`config.mk`:
```
export PLATFORM = sky130hd
export DESIGN_NAME = div_seq_flat
export DESIGN_NICKNAME = d
export VERILOG_FILES = /design/src/rtl/div_seq_if.sv /design/src/rtl/div_seq.sv /design/src/flat_wrapper.sv
export SDC_FILE = /design/constraint.sdc
export NUM_CORES = 1
export LEC_CHECK = 0
export BUFFER_PORTS_ARGS = -buffer_cell sky130_fd_sc_hd__buf_2
export CAP_MARGIN = 20
export CORE_ASPECT_RATIO = 1.75
export CORE_UTILIZATION = 60
export CTS_CLUSTER_DIAMETER = 50
export CTS_CLUSTER_SIZE = 10
export DETAILED_ROUTE_END_ITERATION = 8
export MAX_ROUTING_LAYER = met4
export PLACE_DENSITY_LB_ADDON = 0.3
export REMOVE_ABC_BUFFERS = 1
export SETUP_SLACK_MARGIN = 0.5
export SLEW_MARGIN = 20
export SYNTH_ARGS = -nofsm -noshare
export SYNTH_HDL_FRONTEND = slang
export SYNTH_SLANG_ARGS = --single-unit
```
`constraint.sdc`:
```
create_clock -name clk -period 4.68 [get_ports clk]
set_clock_uncertainty 0.05 [all_clocks]
set_input_delay 0 -clock clk [delete_from_list [all_inputs] [get_ports clk]]
set_output_delay 0 -clock clk [all_outputs]
set_load 0.05 [all_outputs]
```
`src/rtl/div_seq_if.sv`:
```
// Request/response bundle between the EXU issue logic and the sequential divider.
interface div_seq_if #(parameter int XLEN = 64);
    logic            in_valid;
    logic            in_ready;
    logic [3:0]      op;
    logic            w_mode;
    logic [XLEN-1:0] src1;
    logic [XLEN-1:0] src2;
    logic            out_valid;
    logic            out_ready;
    logic [XLEN-1:0] result;

    modport master (
        output in_valid, op, w_mode, src1, src2, out_ready,
        input  in_ready, out_valid, result
    );

    modport slave (
        input  in_valid, op, w_mode, src1, src2, out_ready,
        output in_ready, out_valid, result
    );
endinterface

```
`src/rtl/div_seq.sv`:
```
// RV64M divide/remainder unit: restoring radix-2 on magnitudes, one quotient bit
// per cycle, then a single sign fix-up cycle. Divide-by-zero and overflow bypass CALC.
module div_seq #(
    parameter int XLEN = 64
) (
    input  logic       clk,
    input  logic       rst,
    input  logic       flush,
    div_seq_if.slave   bus,
    output logic       busy
);
    localparam int CW = $clog2(XLEN) + 1;

    typedef enum logic [1:0] {IDLE, CALC, FIX, DONE} state_t;
    state_t state, state_nx;

    logic [CW-1:0]   cnt;
    logic [XLEN-1:0] rem_q, quo_q, dsr_q, result_q;
    logic            neg_q, neg_r, sel_rem, w_q;

    function automatic logic [XLEN-1:0] sext_w(input logic [XLEN-1:0] v, input logic w);
        return w ? {{(XLEN-32){v[31]}}, v[31:0]} : v;
    endfunction

    // Lowest set op bit wins; op==0 falls through to divu.
    logic is_signed, is_rem;
    always_comb begin
        is_signed = 1'b0;
        is_rem    = 1'b0;
        if (bus.op[0])      begin is_signed = 1'b0; is_rem = 1'b0; end
        else if (bus.op[1]) begin is_signed = 1'b1; is_rem = 1'b0; end
        else if (bus.op[2]) begin is_signed = 1'b0; is_rem = 1'b1; end
        else if (bus.op[3]) begin is_signed = 1'b1; is_rem = 1'b1; end
    end

    logic [XLEN-1:0] a_ext, b_ext, a_mag, b_mag, spec_res;
    logic            a_neg, b_neg, div0, ovf;
    always_comb begin
        if (bus.w_mode) begin
            a_ext = is_signed ? {{(XLEN-32){bus.src1[31]}}, bus.src1[31:0]}
                              : {{(XLEN-32){1'b0}}, bus.src1[31:0]};
            b_ext = is_signed ? {{(XLEN-32){bus.src2[31]}}, bus.src2[31:0]}
                              : {{(XLEN-32){1'b0}}, bus.src2[31:0]};
            ovf   = is_signed && bus.src1[31:0] == 32'h8000_0000 && bus.src2[31:0] == 32'hFFFF_FFFF;
        end else begin
            a_ext = bus.src1;
            b_ext = bus.src2;
            ovf   = is_signed && bus.src1 == {1'b1, {(XLEN-1){1'b0}}} && bus.src2 == '1;
        end
        a_neg = is_signed & a_ext[XLEN-1];
        b_neg = is_signed & b_ext[XLEN-1];
        a_mag = a_neg ? -a_ext : a_ext;
        b_mag = b_neg ? -b_ext : b_ext;
        div0  = (b_ext == '0);
        if (div0) spec_res = is_rem ? a_ext : '1;
        else      spec_res = is_rem ? '0 : a_ext;
    end

    logic accept;
    assign accept = (state == IDLE) && bus.in_valid && !flush;

    // One restoring step on {rem, quo}.
    logic [XLEN:0] rem_sh, diff;
    logic          take;
    assign rem_sh = {rem_q, quo_q[XLEN-1]};
    assign diff   = rem_sh - {1'b0, dsr_q};
    assign take   = !diff[XLEN];

    logic [XLEN-1:0] q_s, r_s, fix_res;
    assign q_s     = neg_q ? -quo_q : quo_q;
    assign r_s     = neg_r ? -rem_q : rem_q;
    assign fix_res = sext_w(sel_rem ? r_s : q_s, w_q);

    always_comb begin
        state_nx = state;
        case (state)
            IDLE: if (accept) state_nx = (div0 || ovf) ? DONE : CALC;
            CALC: if (cnt == CW'(1)) state_nx = FIX;
            FIX:  state_nx = DONE;
            DONE: if (bus.out_ready) state_nx = IDLE;
            default: state_nx = IDLE;
        endcase
        if (flush) state_nx = IDLE;
    end

    always_ff @(posedge clk) begin
        if (rst) state <= IDLE;
        else     state <= state_nx;
    end

    always_ff @(posedge clk) begin
        if (rst) begin
            cnt      <= '0;
            rem_q    <= '0;
            quo_q    <= '0;
            dsr_q    <= '0;
            result_q <= '0;
            neg_q    <= 1'b0;
            neg_r    <= 1'b0;
            sel_rem  <= 1'b0;
            w_q      <= 1'b0;
        end else if (!flush) begin
            case (state)
                IDLE: if (accept) begin
                    w_q     <= bus.w_mode;
                    sel_rem <= is_rem;
                    neg_q   <= a_neg ^ b_neg;
                    neg_r   <= a_neg;
                    dsr_q   <= b_mag;
                    rem_q   <= '0;
                    // Word dividend sits in the upper half so 32 steps consume it.
                    quo_q   <= bus.w_mode ? (a_mag << 32) : a_mag;
                    cnt     <= bus.w_mode ? CW'(32) : CW'(XLEN);
                    if (div0 || ovf) result_q <= sext_w(spec_res, bus.w_mode);
                end
                CALC: begin
                    rem_q <= take ? diff[XLEN-1:0] : rem_sh[XLEN-1:0];
                    quo_q <= {quo_q[XLEN-2:0], take};
                    cnt   <= cnt - CW'(1);
                end
                FIX: result_q <= fix_res;
                default: ;
            endcase
        end
    end

    assign bus.in_ready  = (state == IDLE);
    assign bus.out_valid = (state == DONE);
    assign bus.result    = result_q;
    assign busy          = (state != IDLE);
endmodule

```
`src/flat_wrapper.sv`:
```
// flat-port wrapper written by rule: the top's interface ports become plain ports
module div_seq_flat 
#(
    parameter int XLEN = 64
)
  (clk, rst, flush, busy, bus_in_valid, bus_op, bus_w_mode, bus_src1, bus_src2, bus_out_ready, bus_in_ready, bus_out_valid, bus_result);
  div_seq_if #(.XLEN(XLEN)) bus_i ();
  input  logic clk;
  input  logic rst;
  input  logic flush;
  output logic busy;
  input wire logic [$bits(bus_i.in_valid)-1:0] bus_in_valid;
  input wire logic [$bits(bus_i.op)-1:0] bus_op;
  input wire logic [$bits(bus_i.w_mode)-1:0] bus_w_mode;
  input wire logic [$bits(bus_i.src1)-1:0] bus_src1;
  input wire logic [$bits(bus_i.src2)-1:0] bus_src2;
  input wire logic [$bits(bus_i.out_ready)-1:0] bus_out_ready;
  output wire logic [$bits(bus_i.in_ready)-1:0] bus_in_ready;
  output wire logic [$bits(bus_i.out_valid)-1:0] bus_out_valid;
  output wire logic [$bits(bus_i.result)-1:0] bus_result;
  assign bus_i.in_valid = bus_in_valid;
  assign bus_i.op = bus_op;
  assign bus_i.w_mode = bus_w_mode;
  assign bus_i.src1 = bus_src1;
  assign bus_i.src2 = bus_src2;
  assign bus_i.out_ready = bus_out_ready;
  assign bus_in_ready = bus_i.in_ready;
  assign bus_out_valid = bus_i.out_valid;
  assign bus_result = bus_i.result;
  div_seq #(.XLEN(XLEN)) u_core (.clk(clk), .rst(rst), .flush(flush), .bus(bus_i), .busy(busy));
endmodule
```
==> metrics <==
status finished, final reports clean; Longest Clk Path Bufs 3; CP max FO 30; synthesized area 22100 um2; R2R setup slack 620 ps; placer congestion estimate 1.13; CP required 5120 ps; CTS buffer count 35; Inst Count DP 3579; register area share after synthesis 24.3%; FP Rows 92; Rel. slew slack 23.9%; Core Region 36100 um2; Max H-tree Level 2; vias per cell 6.79; Remaining Overflow, GRT 0; CP startpoint bus_src2[5]; Synth area leaders dfxtp_1 24%, xnor2_1 6.3%, a21oi_1 5.9%; average wire per standard cell 23.3 um; Mapped Cells 3069; final setup vio count 0; CP endpoint kind flip-flop; Pre-antenna DRT Iters 8; clock slew at reported path FFs 60 ps; clk sink count 269; Die Ht 256 um; post-synth top area cell dfxtp_1; MaxCap Viol Count 0; Layout area overhead 17.1%; Slew Limit Fails 0; Boundary Pins 205; Setup TNS 0 ps; final hold vios 0; DP Wirelength 61800 um; antenna-violating nets left 0; vias in the first global route 24500; global-route wire length before repair 135000 um; die width 147 um; leakage 10.4 nW; GRT Util Overall 46.8%; main flop type after synthesis dfxtp_1; Buffers on Ports 204; Die ar. 37700 um2; nets@finish 3495; Async S/R FF share, synth 0%; DRC 0; Crit path arrival time 4560 ps; reg2reg path depth 11; synthesized flop and latch total 269; capturing point of the worst reg2reg path u_core.bus.result[49]$_SDFFE_PP0P_; FF-to-FF Start u_core.quo_q[7]$_SDFFE_PP0P_; clk_lat worst skew 540 ps; worst setup path endpoint u_core.bus.result[56]$_SDFFE_PP0P_; most common cell in the netlist nor2_1; unique cell type count in the Yosys netlist 83; average cell area after synthesis 7.22 um2; final worst-path cycle share 88.0%; CTS tree built; min-delay worst type input port to flip-flop; Peak VDD IR 0.000273 V; kind of critical path input port to flip-flop; Non-Filler Instances 3765; Worst Tran Pin Value 1140 ps; via count 25600; Peak Freq 243 MHz; clk root buf clkbuf_16; largest net degree at the start of global routing 116; pre-CTS setup slack 514 ps; initial antenna violation count 4; Power Total 0.00669 W; minimum clock period 4120 ps; P per Cell Area 258 nW/um2; setup ws final 560 ps; synth cell count leaders 344 x nor2_1, 314 x nand2_1, 269 x dfxtp_1; synth warn 0; Critical Path Start Type input port; unrepaired setup endpoints after global routing true; layout cells sized above 1 11.7%; Post-synth EDFFs 0; starting density of the core 61.3%; Detailed Route Iter0 Violations 2925; WL final 87700 um; top-area cell type share of the netlist area 24.3%
==> sequential cells by signal (all words and copies together) (netlist names) <==
name               flops
u_core.cnt             7
u_core.state           2
u_core.neg_q           1
u_core.rem_q          64
u_core.w_q             1
u_core.bus.result     64
u_core.sel_rem         1
u_core.dsr_q          64
u_core.quo_q          64
u_core.neg_r           1
==> routing by layer <==
layer	vias up	part of all wire, %	track usage [%]	wire, um
li1	11700	-	-	-
met1	11800	35	50.0	31100
met2	1677	47	76.7	41400
met3	460	8.6	7.79	7560
met4	0	8.8	36.1	7750
met5	-	0	-	0
==> stage by stage <==
step                      util, %  cell area, um2  hold slack [ps]
final                        71.7           25900            0.373
after global routing         71.7           25900             36.5
after CTS                    71.5           25800             7.75
after detailed placement     64.9           23400              263
after global placement       64.9           23400              252
after floorplan                 -           21300             19.1
==> cell type report <==
class / count / area, um2
Antenna cell: 4 / 10.0
Clock buffer: 43 / 988
Clock inverter: 4 / 52.6
Fill cell: 2991 / 10200
Inverter: 103 / 387
Multi-Input combinational cell: 2476 / 15700
Sequential cell: 269 / 5390
Tap cell: 470 / 588
Timing Repair Buffer: 396 / 2850
==> kinds of logic after synthesis <==
kind of cell	after synthesis	synth area share (%)
xor+xnor	286	11.3
fa+ha+maj	76	4.33
simple gates	1042	22.2
flops	269	24.3
compound gates	1054	31.5
mux	18	0.825
buf+inv	324	5.59
==> repair_timing <==
| item | in CTS | in global routing |
|---|---|---|
| hold endpoints to repair | 140 | 0 |
| setup endpoints to repair | 0 | 84 |
| setup buffers | 0 | 0 |
| resized for setup | 0 | 21 |
| hold buffers | 135 | 0 |
==> critical path: stages <==
cell	delay (ps)
dlygate4sd3_1	550
buf_2	160
or4_4	510
or4b_2	710
or4_4	590
nor3_1	390
nand3_2	270
o21ai_1	330
a21o_1	160
buf_4	350
a21oi_1	110
a211oi_1	280
a21o_1	120
==> worst min path at each step <==
stage                                              end  depth (start not counted)  slack [ps]         start
finish                    u_core.quo_q[5]$_SDFFE_PP0P_                          2         0.4           rst
CTS                 u_core.bus.result[28]$_SDFFE_PP0P_                          5           8  bus_src1[28]
detailed placement        u_core.dsr_q[1]$_SDFFE_PP0P_                          3         260   bus_src2[1]
global route              u_core.quo_q[5]$_SDFFE_PP0P_                          2          40           rst
global placement          u_core.dsr_q[1]$_SDFFE_PP0P_                          3         250   bus_src2[1]
floorplan                 u_core.dsr_q[0]$_SDFFE_PP0P_                          1          20           rst
==> where the power goes <==
group          internal (W)  switching [W]  leakage (nW)
logic              0.000594        0.00104          7.75
clock network       0.00153        0.00105         0.514
registers           0.00237       0.000102          2.19
==> cell usage in the layout, fill, tap and decap left out, types with 42 or more instances in the layout <==
| cell | netlist | final |
|---|---|---|
| nor4_1 | 42 | 42 |
| o31ai_1 | 64 | 63 |
| a21o_1 | 61 | 61 |
| dfxtp_1 | 269 | 264 |
| a211oi_1 | 77 | 76 |
| xor2_1 | 126 | 126 |
| buf_2 | 11 | 203 |
| nand2_1 | 314 | 314 |
| nor2_1 | 344 | 340 |
| nor3_1 | 76 | 74 |
| buf_4 | 0 | 54 |
| ha_1 | 75 | 74 |
| o211ai_1 | 53 | 53 |
| dlygate4sd3_1 | 0 | 135 |
| inv_1 | 102 | 102 |
| xnor2_1 | 160 | 160 |
| or3_1 | 45 | 42 |
| a22o_1 | 54 | 54 |
| a21oi_1 | 262 | 258 |
| o21ai_0 | 251 | 250 |
Note: power is estimated with default switching activity, not from simulation.
